**src/rtl/player_input_if.sv**
```systemverilog
// Button/status bundle between the player input decoder and the game logic.
// The decoder takes the slave view; the game core or a bench takes the master view.
interface player_input_if;
    logic       i_Hit;
    logic       i_Stay;
    logic [4:0] i_StateFSM;
    logic       o_HitPulse;
    logic       o_StayPulse;
    logic       o_Busy;

    modport master (
        output i_Hit,
        output i_Stay,
        output i_StateFSM,
        input  o_HitPulse,
        input  o_StayPulse,
        input  o_Busy
    );

    modport slave (
        input  i_Hit,
        input  i_Stay,
        input  i_StateFSM,
        output o_HitPulse,
        output o_StayPulse,
        output o_Busy
    );
endinterface

```
**src/rtl/player_input_decoder.sv**
```systemverilog
// Debounces the active-low Hit/Stay buttons and emits one strobe per accepted press.
// Define PLAYER_INPUT_SYNC_EN to add a two-flop synchronizer on each button.
module player_input_decoder #(
    parameter logic [7:0] DEBOUNCE_CYCLES = 8'd16,
    parameter logic [4:0] PLAYER_TURN     = 5'b01001
) (
    input logic           clk,
    input logic           Reset_n,
    player_input_if.slave bus
);

    typedef enum logic [2:0] {
        IDLE,
        DEB_HIT,
        DEB_STAY,
        CONFLICT,
        WAIT_RELEASE
    } state_t;

    localparam logic [7:0] LAST_COUNT = DEBOUNCE_CYCLES - 8'd1;

    logic   hit_s;
    logic   stay_s;
    state_t state;
    state_t state_next;
    logic [7:0] cnt;
    logic [7:0] cnt_next;
    logic   hit_pulse;
    logic   stay_pulse;
    logic   hit_pulse_next;
    logic   stay_pulse_next;
    logic   busy;

`ifdef PLAYER_INPUT_SYNC_EN
    logic [1:0] hit_sync;
    logic [1:0] stay_sync;

    // Reset to the released level so no phantom press appears after reset.
    always_ff @(posedge clk) begin
        if (!Reset_n) begin
            hit_sync  <= 2'b11;
            stay_sync <= 2'b11;
        end else begin
            hit_sync  <= {hit_sync[0], bus.i_Hit};
            stay_sync <= {stay_sync[0], bus.i_Stay};
        end
    end

    assign hit_s  = hit_sync[1];
    assign stay_s = stay_sync[1];
`else
    assign hit_s  = bus.i_Hit;
    assign stay_s = bus.i_Stay;
`endif

    // Reset parks in WAIT_RELEASE so a button held through reset is ignored.
    always_ff @(posedge clk) begin
        if (!Reset_n) begin
            state      <= WAIT_RELEASE;
            cnt        <= 8'd0;
            hit_pulse  <= 1'b0;
            stay_pulse <= 1'b0;
            busy       <= 1'b1;
        end else begin
            state      <= state_next;
            cnt        <= cnt_next;
            hit_pulse  <= hit_pulse_next;
            stay_pulse <= stay_pulse_next;
            busy       <= (state_next != IDLE);
        end
    end

    always_comb begin
        state_next      = state;
        cnt_next        = cnt;
        hit_pulse_next  = 1'b0;
        stay_pulse_next = 1'b0;
        case (state)
            IDLE: begin
                if (!hit_s && stay_s) begin
                    state_next = DEB_HIT;
                    cnt_next   = 8'd0;
                end else if (hit_s && !stay_s) begin
                    state_next = DEB_STAY;
                    cnt_next   = 8'd0;
                end else if (!hit_s && !stay_s) begin
                    state_next = CONFLICT;
                end
            end
            DEB_HIT: begin
                if (hit_s) begin
                    state_next = IDLE;
                end else if (!stay_s) begin
                    state_next = CONFLICT;
                end else if (cnt >= LAST_COUNT) begin
                    // The press is consumed even when it is not the player's turn.
                    state_next     = WAIT_RELEASE;
                    hit_pulse_next = (bus.i_StateFSM == PLAYER_TURN);
                end else begin
                    cnt_next = cnt + 8'd1;
                end
            end
            DEB_STAY: begin
                if (stay_s) begin
                    state_next = IDLE;
                end else if (!hit_s) begin
                    state_next = CONFLICT;
                end else if (cnt >= LAST_COUNT) begin
                    state_next      = WAIT_RELEASE;
                    stay_pulse_next = (bus.i_StateFSM == PLAYER_TURN);
                end else begin
                    cnt_next = cnt + 8'd1;
                end
            end
            CONFLICT, WAIT_RELEASE: begin
                if (hit_s && stay_s) begin
                    state_next = IDLE;
                end
            end
            default: begin
                state_next = WAIT_RELEASE;
            end
        endcase
    end

    assign bus.o_HitPulse  = hit_pulse;
    assign bus.o_StayPulse = stay_pulse;
    assign bus.o_Busy      = busy;

endmodule
```
**src/flat_wrapper.sv**
```systemverilog
// flat-port wrapper written by rule: the top's interface ports become plain ports
module player_input_decoder_flat 
#(
    parameter logic [7:0] DEBOUNCE_CYCLES = 8'd16,
    parameter logic [4:0] PLAYER_TURN     = 5'b01001
)
  (clk, Reset_n, bus_i_Hit, bus_i_Stay, bus_i_StateFSM, bus_o_HitPulse, bus_o_StayPulse, bus_o_Busy);
  player_input_if bus_i ();
  input logic clk;
  input logic Reset_n;
  input wire logic [$bits(bus_i.i_Hit)-1:0] bus_i_Hit;
  input wire logic [$bits(bus_i.i_Stay)-1:0] bus_i_Stay;
  input wire logic [$bits(bus_i.i_StateFSM)-1:0] bus_i_StateFSM;
  output wire logic [$bits(bus_i.o_HitPulse)-1:0] bus_o_HitPulse;
  output wire logic [$bits(bus_i.o_StayPulse)-1:0] bus_o_StayPulse;
  output wire logic [$bits(bus_i.o_Busy)-1:0] bus_o_Busy;
  assign bus_i.i_Hit = bus_i_Hit;
  assign bus_i.i_Stay = bus_i_Stay;
  assign bus_i.i_StateFSM = bus_i_StateFSM;
  assign bus_o_HitPulse = bus_i.o_HitPulse;
  assign bus_o_StayPulse = bus_i.o_StayPulse;
  assign bus_o_Busy = bus_i.o_Busy;
  player_input_decoder #(.DEBOUNCE_CYCLES(DEBOUNCE_CYCLES), .PLAYER_TURN(PLAYER_TURN)) u_core (.clk(clk), .Reset_n(Reset_n), .bus(bus_i));
endmodule
```
**config.mk**
```make
export PLATFORM = sky130hd
export DESIGN_NAME = player_input_decoder_flat
export DESIGN_NICKNAME = d
export VERILOG_FILES = /design/src/rtl/player_input_if.sv /design/src/rtl/player_input_decoder.sv /design/src/flat_wrapper.sv
export SDC_FILE = /design/constraint.sdc
export NUM_CORES = 1
export LEC_CHECK = 0
export ABC_CLOCK_PERIOD_IN_PS = 4400
export CELL_PAD_IN_SITES_DETAIL_PLACEMENT = 0
export CELL_PAD_IN_SITES_GLOBAL_PLACEMENT = 1
export CORE_UTILIZATION = 41
export CTS_CLUSTER_DIAMETER = 30
export CTS_CLUSTER_SIZE = 12
export DETAILED_ROUTE_END_ITERATION = 16
export PLACE_DENSITY_LB_ADDON = 0.1
export SKIP_CTS_REPAIR_TIMING = 1
export SYNTH_ARGS = -nofsm -noshare
export SYNTH_HDL_FRONTEND = slang
export SYNTH_SLANG_ARGS = --single-unit
```
**constraint.sdc**
```tcl
create_clock -name clk -period 4.4 [get_ports clk]
set_clock_uncertainty 0.2 [all_clocks]
set_input_delay 0.44 -clock clk [delete_from_list [all_inputs] [get_ports clk]]
set_output_delay 0.44 -clock clk [all_outputs]
set_load 0.03 [all_outputs]
```
Word-level counts from Yosys, hierarchy flattened --
Cells that the tools add are included.
Storage, ports and cells: bits of input ports 9, word-level logic and storage cells 54, register bits 14
Cells by class: order comparisons 1, reductions and logical operators 13, multiplexer cells 19, equality and inequality tests 10, $add $sub $neg 1, bitwise gates (word level) 5
Operators with widths (number):
- 8-bit 2-to-1 mux | 7
- 3-bit 2-to-1 mux | 9
- 8-bit case mux with 3 select lines | 1
- 3-bit case mux with 4 select lines | 1
- 8-bit by 1-bit adder with 8-bit output (second input constant) | 1
- 8-bit by 4-bit >= comparator with 1-bit output (second input constant) | 1
- 2-bit != test (second input constant) | 4
- 4-bit OR reduction | 2
- 3-bit by 2-bit equality test with 1-bit output (second input constant) | 2
- 6-bit AND reduction | 1
- 3-bit nonzero test | 2
- 5-bit by 4-bit equality test with 1-bit output (second input constant) | 1
- 1-bit NOT | 5
- 1-bit logical AND | 4
- 3-bit by 1-bit equality test with 1-bit output (second input constant) | 1
- 3-bit equality test (second input constant) | 1
- 3-bit zero test | 1
- 3-bit by 1-bit != test with 1-bit output (second input constant) | 1
- 1-bit zero test | 2
- 2-bit OR reduction | 1
- 1-bit 2-to-1 mux | 1

Logic depth before layout (Yosys ltp) --
depth after elaboration 7, depth in mapped cells 6

Least setup slack after synthesis --
OpenSTA, ideal clock, no wires.
kind input to register, start input bus_i_Stay, end register u_core.cnt[3], setup slack 2439 ps, data required time 4084 ps, stages on the path 6, path buffers 1, library setup time 116 ps, data arrival time 1645 ps, cell sequence buf_2 -> and2b_1 -> o211ai_2 -> a221oi_4 -> a211oi_1 -> a31o_1
On the way: cells in the longest elaborated chain, start to end 4, elaborated cells between the ends (all ways) 9
Ends and longest elaborated chain:
- start, declared | RTL line flat_wrapper.sv:12 | input wire logic [$bits(bus_i.i_Stay)-1:0] bus_i_Stay;
- 1-bit zero test | RTL line player_input_decoder.sv:83 | end else if (hit_s && !stay_s) begin
- 1-bit logical AND | RTL line player_input_decoder.sv:83
- 3-bit by 1-bit != test with 1-bit output (no line)
- 6-bit AND reduction (no line)
- end signal, assigned | RTL line player_input_decoder.sv:66 | cnt <= cnt_next;
- end, declared | RTL line player_input_decoder.sv:26 | logic [7:0] cnt;
Parallel ways exist; a longest one is shown, timed or not. A chain may end at the register's enable or synchronous reset.

Worst setup path after layout --
start input bus_i_Hit, end register u_core.cnt[3]
On the way: cells in the longest elaborated chain, start to end 4, elaborated cells between the ends (all ways) 9
Ends and longest elaborated chain:
- start, declared | RTL line flat_wrapper.sv:11 | input wire logic [$bits(bus_i.i_Hit)-1:0] bus_i_Hit;
- 1-bit zero test | RTL line player_input_decoder.sv:80 | if (!hit_s && stay_s) begin
- 1-bit logical AND | RTL line player_input_decoder.sv:80
- 3-bit by 1-bit != test with 1-bit output (no line) or 8-bit 2-to-1 mux (tied branches)
- 6-bit AND reduction (no line) or 8-bit case mux with 3 select lines (tied branches)
Parallel ways exist; a longest one is shown, timed or not.

==> Flow_metrics.wiki <==
{| class="wikitable"
! Metric !! Value
|-
| Design internal power || approximately 190 uW
|-
| Synth unique cells || 37
|-
| Num Clock Sinks || 14
|-
| I/O pin total || 12
|-
| Sequential fraction of the synthesis area || a little under two fifths
|-
| GRT Residual Overflow || 0
|-
| Final critical delay including setup and external delays || ~2.4 ns
|-
| Later-pin clock latency in the skew report || 0.27 ns
|-
| Die area || ~0.002 mm2
|-
| Clock transition at the registers of the reported paths || ~0.08 ns
|-
| Register-to-Register Path Depth || 5
|-
| DRC Markers || 0
|-
| Number of flip-flops and latches in the synthesized netlist || 14
|-
| Share of power burned in the clock network || about 36%
|-
| Hold path startpoint || u_core.cnt[4]
|-
| Vias in the first global route || 523
|-
| Antenna Violating Nets Remaining || 0
|-
| Inserted Clock Buffers || 3
|-
| Kind of cell with the highest combined delay on the critical path || compound AO/OA/AOI/OAI gates
|-
| Finish-stage setup viols || 0
|-
| Number of slew-limit violations in the final report || 0
|-
| Number of non-filler instances in the completed layout || between 100 and 150
|-
| Area of the mapped netlist || about 740 um2
|-
| Timing-limited maximum frequency || between 0.4 and 0.5 GHz
|-
| Share of the synthesized area in compound gates (AO/OA/AOI/OAI) || between 20% and 30%
|-
| Wire length of the first global-routing pass || around 2.4 mm
|-
| Fraction of layout instances using a drive strength above 1 || a little under a tenth
|-
| Unrepaired setup endpoints after global routing || false
|-
| X dimension of the die || 44.6 um
|-
| CP Data Arrival Time || 2.37 ns
|-
| Hold path cells || 2
|-
| Fin util || about half
|-
| Synthesized instance count || 79
|-
| Cells along the critical path || clkdlybuf4s50_1 -> and2b_1 -> o211ai_2 -> a221oi_4 -> a211oi_1 -> a31o_1
|-
| Maximum clock path buffer count || 2
|-
| Proportion of synthesized area in mux cells || 0%
|-
| Count of endpoints failing hold in the final timing report || 0
|-
| XOR/XNOR Fraction of Synth Area || approximately 2.4%
|-
| Worst Hold Endpoint || u_core.cnt[4]
|-
| Seq pwr share || 52.3%
|-
| Buffers added on ports || 11
|-
| Critical path type || input port to flip-flop
|-
| Primary FF master, synth || dfxtp_1
|-
| WL final || 1.42 mm
|-
| Post-Place Worst Slack || around 1.7 ns
|-
| Largest family of logic cells by synthesized area || compound AO/OA/AOI/OAI gates
|-
| CP max FO || 12
|-
| CP bufs+invs || 1
|-
| Reg-to-Reg End || u_core.cnt[3]
|-
| Kind of start point of the critical path || input port
|-
| GRT Overall Usage || approximately 17%
|-
| Post-DR vias/cell || between 5 and 6
|-
| Root buffer selected by CTS || clkbuf_4
|-
| Slew @ Worst Pin || ~0.5 ns
|-
| Count of standard-cell rows || 15
|-
| Proportion of synthesized flip-flops having asynchronous set or reset || 0%
|-
| CTS tree || done
|-
| Sw Share || 23.6%
|-
| Number of nets in the layout || ~100
|-
| Initial antenna violation count || 0
|-
| Count of yosys warnings during synthesis || 0
|-
| Post-synth EDFFs || 0
|-
| Cell at the slowest stage of the critical path || clkdlybuf4s50_1
|-
| Routed wire per std cell || approximately 13 um
|-
| Area added between synthesis and finish || 17.6%
|-
| Synthesized-area fraction occupied by and/or/nand/nor cells || 24.5%
|-
| Synth Net Count || around 90
|-
| Die extent in y || roughly 45 um
|-
| Endpoint class of the critical path || flip-flop
|-
| Starting density of the core || about 44%
|-
| CP peak stage delay || between 0.6 and 0.7 ns
|-
| Class of the worst hold path || flip-flop to flip-flop
|-
| Number of violations of the max-capacitance limit || 0
|-
| Routability congestion estimate || 0.763
|-
| Crit path setup slack, layout || about 2 ns
|-
| CORE AREA || 0.00171 mm2
|-
| Number of levels in the clock H-tree || 1
|-
| DP Area || 840 um2
|-
| Number of optimization iterations in the first detailed-route pass || 4
|-
| Power share of the combinational group || about an eighth
|-
| Via total after detailed routing || 597
|-
| HPWL Detailed || 1.04 mm
|-
| Max-Slew Margin vs Limit || between 60% and 70%
|-
| Worst R2R Setup Slack || ~2.4 ns
|-
| Endpoint required time on the critical path || roughly 4.4 ns
|-
| Static leakage || 0.000312 uW
|-
| Post-synthesis share of cell area spent on full adders, half adders and majority gates || 1.68%
|-
| Share of the clock period used by the worst path || 54.5%
|-
| Largest net degree at the start of global routing || 13
|-
| Status || finished, final reports clean
|-
| Launch instance of the worst register-to-register path || u_core.state[2]
|-
| # diodes || 0
|-
| Number of DRC violations after detailed-routing iteration 0 || 6
|-
| Synth Area per Inst || 9.42 um2
|-
| Net load switching power || ~60 uW
|-
| Power density of the placed cells || around 290 mW/mm2
|-
| Final total negative setup slack || 0 ns
|-
| Final non-filler cell area || 876 um2
|-
| Dpl cells || around 110
|-
| VDD IR-drop max || approximately 0.23 mV
|}
[synth_stat cells (2+ instances only)]
master / n / area, um2
a21oi_1: 3 / 15.0
nand3_1: 3 / 15.0
inv_1: 4 / 15.0
buf_2: 3 / 15.0
nand3b_1: 2 / 15.0
dfxtp_1: 14 / 280
xnor2_1: 2 / 17.5
nor2_1: 7 / 26.3
a211oi_1: 4 / 30.0
nor3b_1: 2 / 15.0
nor4b_1: 3 / 26.3
nand2_1: 7 / 26.3
[flip-flops by register name, summed over array words and instances, names as in the netlist]
signal	flops
u_core.state	3
u_core.bus.o_Busy	1
u_core.cnt	8
u_core.bus.o_HitPulse	1
u_core.bus.o_StayPulse	1
[kinds of logic (layout without fill, tap and decap cells)]
group           Yosys count  count (layout)
compound gates           22              22
xor+xnor                  2               2
fa+ha+maj                 1               1
buf+inv                  10              19
flops                    14              14
simple gates             30              30
[power by group through the flow]
stage	clock network [uW]	registers, uW	logic [uW]
after floorplan	0	134	21.3
after global placement	0	136	29.7
after detailed placement	0	136	29.9
after CTS	95.2	133	30.1
after global routing	101	133	32.8
final	91.4	133	29.8
[cells in the final DEF (no fill, tap or decap), types with 2 or more instances in the layout]
master	netlist	final
a211oi_1	4	4
a21oi_1	3	3
clkbuf_4	0	3
clkdlybuf4s50_1	0	11
dfxtp_1	14	14
inv_1	4	4
nand2_1	7	7
nand3_1	3	3
nand3b_1	2	2
nor2_1	7	7
nor3b_1	2	2
nor4b_1	3	3
xnor2_1	2	2
[tightest hold or removal path: cells and delay by family, from the launching register on]
kind | cells | cell delay, ns
buf+inv | 1 | 0.06
flops | 1 | 0.36
simple gates | 1 | 0.04
[layer usage]
| metal | track usage (%) | vias to the layer above | wire, um |
|---|---|---|---|
| li1 | - | 309 | - |
| met1 | 21.6 | 276 | 724 |
| met2 | 25.9 | 10 | 631 |
| met3 | 8.57 | 2 | 53 |
| met4 | 3.64 | 0 | 14 |
| met5 | 0 | - | 0 |
[final cells by class]
cell class,instances,area (um2)
Timing Repair Buffer,11,110
Fill cell,174,832
Tap cell,25,31.3
Clock buffer,4,36.3
Sequential cell,14,280
Inverter,4,15.0
Multi-Input combinational cell,55,403
[how the worst max path moves through the flow]
stage,start,endpoint,slack (ns),depth (start not counted)
2_1_floorplan,bus_i_Stay,u_core.cnt[3],2.44,6
3_3_place_gp,bus_i_Hit,u_core.cnt[3],1.78,6
3_5_place_dp,bus_i_Hit,u_core.cnt[3],1.72,6
4_1_cts,bus_i_Hit,u_core.cnt[3],2.02,6
5_1_grt,bus_i_Hit,u_core.cnt[3],1.88,6
6_report,bus_i_Hit,u_core.cnt[3],2.00,6
[through the flow]
step           hold WS (ns)  power, uW
3_3_place_gp          0.274        165
6_report              0.296        254
2_1_floorplan         0.255        156
5_1_grt               0.325        267
3_5_place_dp          0.284        166
4_1_cts               0.296        258
(Power assumes the default switching activity.)
